[src/rtl/alu_tx_pkg.sv]
// rtl/alu_tx_pkg.sv - shared types for the ALU result UART logger (ALU_TX_PARITY_EN adds PARITY state)
package alu_tx_pkg;

  localparam int ENTRY_W = 15;

  typedef struct packed {
    logic [2:0] op;
    logic [3:0] flags;
    logic [7:0] res;
  } entry_t;

`ifdef ALU_TX_PARITY_EN
  typedef enum logic [2:0] {IDLE, START, DATA, PARITY, STOP} tx_state_t;
`else
  typedef enum logic [2:0] {IDLE, START, DATA, STOP} tx_state_t;
`endif

  // Second UART byte: flags in the high nibble, bit 3 reserved as zero, op code low.
  function automatic logic [7:0] pack_byte1(input logic [3:0] flags, input logic [2:0] op);
    return {flags, 1'b0, op};
  endfunction

endpackage

[src/rtl/alu_tx_fifo.sv]
// rtl/alu_tx_fifo.sv - synchronous snapshot FIFO; a push while full is accepted when a pop frees the slot
module alu_tx_fifo #(
  parameter int DEPTH = 4,
  parameter int WIDTH = 15
) (
  input  logic                     clk,
  input  logic                     rst_n,
  input  logic                     push,
  input  logic                     pop,
  input  logic [WIDTH-1:0]         wr_data,
  output logic [WIDTH-1:0]         rd_data,
  output logic [$clog2(DEPTH):0]   count,
  output logic                     full,
  output logic                     empty
);

  localparam int PTR_W = $clog2(DEPTH);
  localparam int CNT_W = PTR_W + 1;

  logic [WIDTH-1:0] mem [DEPTH];
  logic [PTR_W-1:0] wr_ptr;
  logic [PTR_W-1:0] rd_ptr;
  logic             do_push;
  logic             do_pop;

  assign empty   = (count == '0);
  assign full    = (count == CNT_W'(DEPTH));
  assign do_pop  = pop & ~empty;
  assign do_push = push & (~full | do_pop);
  assign rd_data = mem[rd_ptr];

  always_ff @(posedge clk) begin
    if (do_push) begin
      mem[wr_ptr] <= wr_data;
    end
  end

  // Pointers wrap naturally because DEPTH is a power of two.
  always_ff @(posedge clk) begin
    if (!rst_n) begin
      wr_ptr <= '0;
      rd_ptr <= '0;
      count  <= '0;
    end else begin
      if (do_push) wr_ptr <= wr_ptr + PTR_W'(1);
      if (do_pop)  rd_ptr <= rd_ptr + PTR_W'(1);
      case ({do_push, do_pop})
        2'b10:   count <= count + CNT_W'(1);
        2'b01:   count <= count - CNT_W'(1);
        default: count <= count;
      endcase
    end
  end

endmodule

[src/rtl/alu_result_uart_tx.sv]
// rtl/alu_result_uart_tx.sv - ALU snapshot capture, FIFO and two-byte UART transmitter (ALU_TX_PARITY_EN: even parity bit)
module alu_result_uart_tx
  import alu_tx_pkg::*;
#(
  parameter int CLK_DIV    = 104,
  parameter int FIFO_DEPTH = 4
) (
  input  logic                          clk,
  input  logic                          rst_n,
  input  logic                          ena,
  input  logic                          capture,
  input  logic [7:0]                    res_in,
  input  logic [3:0]                    flags_in,
  input  logic [2:0]                    op_in,
  output logic                          tx,
  output logic                          busy,
  output logic                          fifo_full,
  output logic [$clog2(FIFO_DEPTH):0]   fifo_count,
  output logic [7:0]                    drop_cnt
);

  localparam int BAUD_W = $clog2(CLK_DIV);

  tx_state_t         state;
  tx_state_t         state_nxt;
  logic [BAUD_W-1:0] baud;
  logic [2:0]        bit_idx;
  logic              byte_sel;
  logic [15:0]       hold;
  entry_t            wr_entry;
  entry_t            rd_entry;
  logic              push_req;
  logic              pop;
  logic              fifo_empty;
  logic              baud_end;
  logic [7:0]        cur_byte;

  assign push_req = capture & ena;
  assign pop      = (state == IDLE) & ~fifo_empty;
  assign wr_entry = {op_in, flags_in, res_in};
  assign baud_end = (baud == BAUD_W'(CLK_DIV - 1));
  assign cur_byte = byte_sel ? hold[15:8] : hold[7:0];
  assign busy     = (state != IDLE) | (fifo_count != '0);

  alu_tx_fifo #(
    .DEPTH (FIFO_DEPTH),
    .WIDTH (ENTRY_W)
  ) u_fifo (
    .clk     (clk),
    .rst_n   (rst_n),
    .push    (push_req),
    .pop     (pop),
    .wr_data (wr_entry),
    .rd_data (rd_entry),
    .count   (fifo_count),
    .full    (fifo_full),
    .empty   (fifo_empty)
  );

  always_ff @(posedge clk) begin
    if (!rst_n) state <= IDLE;
    else        state <= state_nxt;
  end

  always_comb begin
    state_nxt = state;
    case (state)
      IDLE:   if (pop) state_nxt = START;
      START:  if (baud_end) state_nxt = DATA;
`ifdef ALU_TX_PARITY_EN
      DATA:   if (baud_end && bit_idx == 3'd7) state_nxt = PARITY;
      PARITY: if (baud_end) state_nxt = STOP;
`else
      DATA:   if (baud_end && bit_idx == 3'd7) state_nxt = STOP;
`endif
      // byte1 follows byte0 without returning to IDLE
      STOP:   if (baud_end) state_nxt = byte_sel ? IDLE : START;
      default: state_nxt = IDLE;
    endcase
  end

  always_comb begin
    tx = 1'b1;
    case (state)
      START:  tx = 1'b0;
      DATA:   tx = cur_byte[bit_idx];
`ifdef ALU_TX_PARITY_EN
      PARITY: tx = ^cur_byte;
`endif
      default: tx = 1'b1;
    endcase
  end

  always_ff @(posedge clk) begin
    if (!rst_n) begin
      baud     <= '0;
      bit_idx  <= '0;
      byte_sel <= 1'b0;
      hold     <= '0;
      drop_cnt <= '0;
    end else begin
      if (state == IDLE || baud_end) baud <= '0;
      else                           baud <= baud + BAUD_W'(1);

      if (state != DATA)  bit_idx <= '0;
      else if (baud_end)  bit_idx <= bit_idx + 3'd1;

      if (pop) begin
        byte_sel <= 1'b0;
        hold     <= {pack_byte1(rd_entry.flags, rd_entry.op), rd_entry.res};
      end else if (state == STOP && baud_end) begin
        byte_sel <= 1'b1;
      end

      // A capture while full is only lost if no pop frees a slot this cycle.
      if (push_req && fifo_full && !pop && drop_cnt != 8'hFF)
        drop_cnt <= drop_cnt + 8'd1;
    end
  end

endmodule

[config.mk]
export PLATFORM = sky130hd
export DESIGN_NAME = alu_result_uart_tx
export DESIGN_NICKNAME = d
export VERILOG_FILES = /design/src/rtl/alu_tx_pkg.sv /design/src/rtl/alu_tx_fifo.sv /design/src/rtl/alu_result_uart_tx.sv
export SDC_FILE = /design/constraint.sdc
export NUM_CORES = 1
export LEC_CHECK = 0
export ABC_AREA = 1
export CAP_MARGIN = 20
export CORE_ASPECT_RATIO = 2
export CORE_MARGIN = 4
export CORE_UTILIZATION = 40
export CTS_BUF_LIST = sky130_fd_sc_hd__clkbuf_8
export CTS_CLUSTER_DIAMETER = 150
export DETAILED_ROUTE_END_ITERATION = 12
export PLACE_DENSITY = 0.7
export SLEW_MARGIN = 30
export SYNTH_ARGS = -nofsm -noshare
export SYNTH_HDL_FRONTEND = slang
export SYNTH_SLANG_ARGS = --single-unit
[constraint.sdc]
create_clock -name clk -period 2.2 [get_ports clk]
set_clock_uncertainty 0.15 [all_clocks]
set_input_delay 0.44 -clock clk [delete_from_list [all_inputs] [get_ports clk]]
set_output_delay 0.44 -clock clk [all_outputs]
set_load 0.05 [all_outputs]
==> reports/metrics.cfg, run 1 <==
[place]
placed_cells = 629
postPlaceCellArea_mm2 = 0.00505
hpwlAfterDp_um = 6430
gp_congestion = 0.819
place_ws_ps = -27.5
port_buffers = 32

[setup_path]
end_kind = output pin
r2r_end = u_fifo.count[1]$_SDFFE_PN0P_
start_kind = register
r2r_setup_slack_ps = 140
cp.required_ps = 1610
crit_top_cell = nand2_1
crit_slowest_cell = dfxtp_4
cp.arrival_ps = 1570
path_class = reg -> out
r2r-start = state[1]$_SDFFE_PN0P_
cp_max_fo = 8
critPathMaxStageDelay_ps = 400
rr_worst_depth = 10
cp_cell_sequence = buf_6, nor2_4, nor2_2, nand2_2, nand3_2, nand3_2, nand2_1, nand2_1, nand2_1, buf_6

[clocking]
root_buffer = clkbuf_8
numCtsBuffers = 9
path_clk_slew_ps = 100
cts_tree = built
h-tree-depth = 3
clk_path_buf_depth = 2
clkLatencyLatePin_ps = 370
cts_sinks = 103

[final_layout]
antenna-diode-count = 0
fin_cells = 650
final_cell_area_mm2 = 0.00540
area_growth_pct = 21.2
nNetsFinal = 538
fin_util_pct = 49.6
drive_gt1_share_pct = 15.7

[synth]
synth_area_mm2 = 0.00445
synth_top_area_share_pct = 40.5
yosys_warnings = 0
syn-num-nets = 490
synth_top_cell_by_area = edfxtp_1
synth_top_family_by_area = simple AND/OR/NAND/NOR gates
synth_edf_count = 60
syn_inst = 457
synth-simple-area-share_pct = 17.8
ys_seq_area_share_pct = 59.8
synth_ff_type = edfxtp_1
yosys-top-cells-count = nor2_1 (88), edfxtp_1 (60), nand2_1 (52), o21ai_0 (49), dfxtp_1 (43)
ys_ff_latch = 103
synth_cell_types = 36
syn_area_per_cell_um2 = 9.74
ys_top_cells_by_area = edfxtp_1 (40%), dfxtp_1 (19%), nor2_1 (7.4%), o21ai_0 (5.5%), nand2_1 (4.4%)
synthXorXnorAreaFrac_pct = 0.983
yosys.area_share.adder_pct = 4.10
async_reset_ff_share_pct = 0
synth-compound-area-share_pct = 11.4
synth.most_common_cell = nor2_1
synth_mux_area_share_pct = 0

[run]
drv_cap = 0

[pwr]
p_leak_nw = 2.09
cellPowerDensity_mw_per_mm2 = 1080
peakVddDrop_mv = 0.601
power_mw = 5.83

[global_routing]
antenna_found_initial = 0
overflow = 0
grt_pass1_wl_um = 14500
grt_usage_pct = 14.5
grt_start_max_net_pins = 32
grt_pass1_vias = 3286

[routing]
via_per_inst = 5.06
num_vias = 3286
wl_per_cell_um = 13.8
drt-total-wl_um = 9000
firstDrtPassIters = 4
route.detailed.drc = 0
drtIter0Drc = 113
final_antenna_net_count = 0

[timing]
fin_worst_hold_slack_ps = 337
period_needed_ps = 2160
tns_ps = 0
hold_viol = 0
slew_headroom_pct = 66.0
rsz0062_at_grt = yes
report.final.setup_viol = 0
worstMarginPinSlew_ps = 510
finalMaxSlewViolations = 0
period_share_pct = 98.3
fmax_ghz = 0.462
worst_slack_ps = 36.7

[outcome]
status = finished clean

[die]
rows = 54
die-height_um = 157
dieArea_mm2 = 0.0130
io_pins = 33
die_x_um = 82.6
core_mm2 = 0.0109
start_util_pct = 40.9

[hold_path]
min_to = baud[3]$_SDFF_PP0_
min_path_cells = 2
worstHoldStart = baud[3]$_SDFF_PP0_
hold_class = reg -> reg

## per-layer routing
metal / part of all wire (%) / wire length [um] / track usage (%) / up-vias
li1: - / - / - / 1634
met1: 36 / 3280 / 14.4 / 1562
met2: 57 / 5150 / 27.4 / 62
met3: 2.9 / 265 / 2.81 / 28
met4: 3.5 / 311 / 7.33 / 0
met5: 0 / 0 / 0 / -
## worst max-delay path: cells and delay by family, from the launching register on
| kind | cells | cell delay (ps) |
|---|---|---|
| and+or+nand+nor | 8 | 480 |
| DFF | 1 | 400 |
| buffers and inverters | 2 | 300 |
## sequential cells by signal (all words and copies together), names as in the netlist
name / flops
u_fifo.wr_ptr: 2
byte_sel: 1
u_fifo.count: 3
u_fifo.rd_ptr: 2
state: 2
drop_cnt: 8
bit_idx: 3
hold: 15
baud: 7
u_fifo.mem: 60
## area by class of cell
class | count | area (um2)
fill | 978 | 5480
sequential | 103 | 2680
multi-input combinational | 291 | 1570
timing repair buffer | 50 | 517
inverter | 49 | 194
tap | 140 | 175
clock inverter | 7 | 128
clock buffer | 9 | 124
timing repair inverter | 1 | 7.51
## worst max path at each step
stage,startpoint,depth (start not counted),endpoint
after floorplan,u_fifo.count[2]$_SDFFE_PN0P_,10,u_fifo.count[1]$_SDFFE_PN0P_
after global placement,capture,10,u_fifo.count[1]$_SDFFE_PN0P_
after detailed placement,capture,10,u_fifo.count[1]$_SDFFE_PN0P_
after CTS,drop_cnt[7]$_SDFFE_PN0P_,1,drop_cnt[7]
after global routing,byte_sel$_SDFFE_PP0P_,10,tx
final,byte_sel$_SDFFE_PP0P_,10,tx
## logic make-up (layout without fill, tap and decap cells)
logic type                 count (synthesis)  count (layout)
buffers and inverters                     63             116
and+or+nand+nor                          182             182
xor gates and xnor gates                   5               5
adders and majority gates                 14              14
DFF                                      103             103
AOI/OAI and AO/OA                         90              90
## layout by cell type (no fill, tap or decap), types with 3 or more instances in the layout
cell	instances
nor2_1	86
o22ai_1	15
ha_1	10
o21ai_0	47
inv_1	40
inv_4	4
dfxtp_1	36
dlymetal6s2s_1	3
buf_12	5
inv_2	4
edfxtp_1	60
clkbuf_8	9
bufinv_16	3
clkdlybuf4s50_1	19
dlygate4sd2_1	7
buf_4	14
xor2_1	5
ha_2	3
nor3_1	4
dfxtp_2	5
nand3_2	5
a21oi_1	15
nand2_1	51
nand2_2	4
o21ai_1	6
nand3_1	18
## report_power, final
part	switching (mW)	internal [mW]
Combinational	1.25	0.732
Clock	0.672	0.774
Sequential	0.129	2.28
Total	2.05	3.78
## timing repair
action	CTS	global route
setup endpoints to repair	8	6
hold buffers	0	0
resized for setup	11	20
cloned	0	1
pin swaps	0	5
setup buffers	0	4
Power figures use the tool's default switching activity.
==> inputs of run 2 (changes only) <==
--- a/config.mk
+++ b/config.mk
@@ -6,7 +6,7 @@
 export NUM_CORES = 1
 export LEC_CHECK = 0
 export ABC_AREA = 1
-export CAP_MARGIN = 20
+export CAP_MARGIN = 10
 export CORE_ASPECT_RATIO = 2
 export CORE_MARGIN = 4
 export CORE_UTILIZATION = 40
==> results of run 2 <==
No change in the layout: final DEF, timing and power equal those of run 1.
==> inputs of run 3 (changes only) <==
==> constraint.sdc (replaced) <==
create_clock -name clk -period 1.91 [get_ports clk]
set_clock_uncertainty 0.15 [all_clocks]
set_input_delay 0.382 -clock clk [delete_from_list [all_inputs] [get_ports clk]]
set_output_delay 0.382 -clock clk [all_outputs]
set_load 0.05 [all_outputs]
==> run 3 against run 2 <==
Net effect: the run now ends with setup timing left; via count about the same; first-iteration DRC count increased by 29%; register-to-register slack lost 210 ps; worst hold slack worse by 3.7 ps; highest routed layer unchanged.
==> reports/metrics.cfg, run 3 (same netlist as run 1, synthesis figures left out) <==
[outcome]
status = finished with violations
violations = setup timing

[setup_path]
path_buf_inv = 3  ; +1
cp_max_fo = 8  ; unchanged
critPathMaxStageDelay_ps = 360  ; -40 ps
critPathTopFamily = simple AND/OR/NAND/NOR gates
cp_cell_sequence = inv_2, buf_8, nand2_2, nand3_2, nand3_2, nand3_1, nand2_1, nand2_1, nand2_2, buf_8
start_kind = register
path_depth = 10  ; unchanged
rr_worst_depth = 11  ; +1
end_kind = output pin
startpoint = byte_sel$_SDFFE_PP0P_
crit_slowest_cell = dfxtp_2
cp.required_ps = 1380  ; -230 ps
path_class = reg -> out
cp.arrival_ps = 1580  ; about the same
r2r-start = state[1]$_SDFFE_PN0P_

[clocking]
clkLatencyLatePin_ps = 370  ; about the same
h-tree-depth = 3  ; unchanged
clk_path_buf_depth = 2  ; unchanged
cts_hold_buffers = 0  ; unchanged
numCtsBuffers = 9  ; unchanged
cts_tree = built
root_buffer = clkbuf_8
cts_sinks = 103  ; unchanged
path_clk_slew_ps = 110  ; about the same

[routing]
num_vias = 3289  ; +0.091%
drtIter0Drc = 146  ; +29%
firstDrtPassIters = 4  ; unchanged
final_antenna_net_count = 0  ; unchanged
wl_per_cell_um = 13.5  ; -2.3%
via_per_inst = 5.00  ; -1.1%
drt-total-wl_um = 8900  ; -1.1%
route.detailed.drc = 0  ; unchanged

[hold_path]
hold_class = reg -> reg
min_path_cells = 1  ; -1
worstHoldStart = baud[0]$_SDFF_PP0_

[final_layout]
fin_cells = 658  ; +1.2%
mostFrequentLayoutCell = nor2_1
regMostFlops = u_fifo.mem
top_regs = u_fifo.mem (60), hold (15), drop_cnt (8)
drive_gt1_share_pct = 21.6  ; +5.9 points
most-common-layout-cells = nor2_1 (84), edfxtp_1 (60), o21ai_0 (46)
fillers = 965  ; -1.3%
nNetsFinal = 546  ; +1.5%
area_growth_pct = 22.4
largest_register_ffs = 60  ; unchanged
antenna-diode-count = 0  ; unchanged

[timing]
hold_viol = 0  ; unchanged
slew_headroom_pct = 70.1  ; +4.1 points
rsz0062_at_grt = yes
worst_slack_ps = -206  ; -243 ps
worstMarginPinSlew_ps = 448  ; -61.5 ps
period_share_pct = 111
report.final.setup_viol = 4  ; +4
period_needed_ps = 2120
fmax_ghz = 0.473
finalMaxSlewViolations = 0  ; unchanged
tns_ps = -338  ; -338 ps

[die]
die-height_um = 157  ; unchanged
io_pins = 33  ; unchanged
rows = 54  ; unchanged
core_mm2 = 0.0109  ; unchanged
start_util_pct = 40.9  ; unchanged
die_x_um = 82.6  ; unchanged
dieArea_mm2 = 0.0130  ; unchanged

[place]
hpwlAfterDp_um = 6490  ; +0.93%
placed_cells = 638  ; +1.4%
port_buffers = 32  ; unchanged
gp_congestion = 0.791  ; -3.5%

[global_routing]
grt_usage_pct = 14.8  ; +0.31 points
grt_start_max_net_pins = 32  ; unchanged
antenna_found_initial = 0  ; unchanged
grt_pass1_wl_um = 14700  ; +1.5%
grt_pass1_vias = 3268  ; -0.55%
overflow = 0  ; unchanged

[pwr]
peakVddDrop_mv = 0.636  ; +5.9%
p_leak_nw = 2.05  ; -1.8%
cellPowerDensity_mw_per_mm2 = 1210  ; +12%

[run]
drv_cap = 0  ; unchanged

run 3: worst reg2reg max path, stage by stage, from the launching register on:
cell and delay (ps):
dfxtp_2 330, inv_2 70, ha_4 160, inv_4 40
a31oi_4 180, ha_4 160, inv_2 40, fa_2 340
a21oi_2 130, o21ai_1 90, o21ai_1 130, a21oi_1 50
run 3: worst paths after layout:
path | to | slack (ps)
worst max-delay path | tx | -210
worst min-delay path | baud[0]$_SDFF_PP0_ | 330
worst max register to register | u_fifo.count[2]$_SDFFE_PN0P_ | -70
worst min register to register | baud[0]$_SDFF_PP0_ | 330
run 3: repair_timing:
item / CTS / global route
gates resized for setup: 23 / 14
setup endpoints to repair: 4 / 34
gates cloned: 0 / 0
endpoints found under the hold margin: 0 / 0
buffers inserted: 4 / 0
pin swaps: 11 / 7
run 3: layer usage:
metal  share of wire (%)  track usage (%)  vias up
li1                    -                -     1648
met1                  36             14.5     1567
met2                  59             28.5       51
met3                 2.6             2.75       23
met4                 3.0             6.86        0
met5                   0                0        -
run 3: through the flow:
step | area, um2 | util (%) | hold slack [ps] | power [mW] | worst slack [ps]
2_1_floorplan | 4480 | - | 280 | 4.42 | -539
3_3_place_gp | 5120 | 47.1 | 305 | 5.13 | -235
3_5_place_dp | 5120 | 47.1 | 313 | 5.19 | -275
4_1_cts | 5400 | 49.7 | 338 | 6.64 | -189
5_1_grt | 5450 | 50.1 | 377 | 7.06 | -319
6_report | 5450 | 50.1 | 334 | 6.61 | -206
run 3: final cells by class:
type                       instances  area (um2)  area share, %
clock buffer                       9         124           2.27
clock inverter                     7        62.6           1.15
inverter                          49         191           3.51
multi-input combinational        291        1630           29.8
sequential                       103        2670           49.0
tap                              140         175           3.21
timing repair buffer              59         598           11.0
run 3: where the power goes:
| part | leakage (nW) | total (mW) | switching (mW) | internal [mW] |
|---|---|---|---|---|
| clock network | 0.0927 | 1.28 | 0.778 | 0.501 |
| registers | 0.899 | 2.77 | 0.145 | 2.62 |
| logic | 1.06 | 2.57 | 1.50 | 1.06 |
| total | 2.05 | 6.61 | 2.42 | 4.19 |
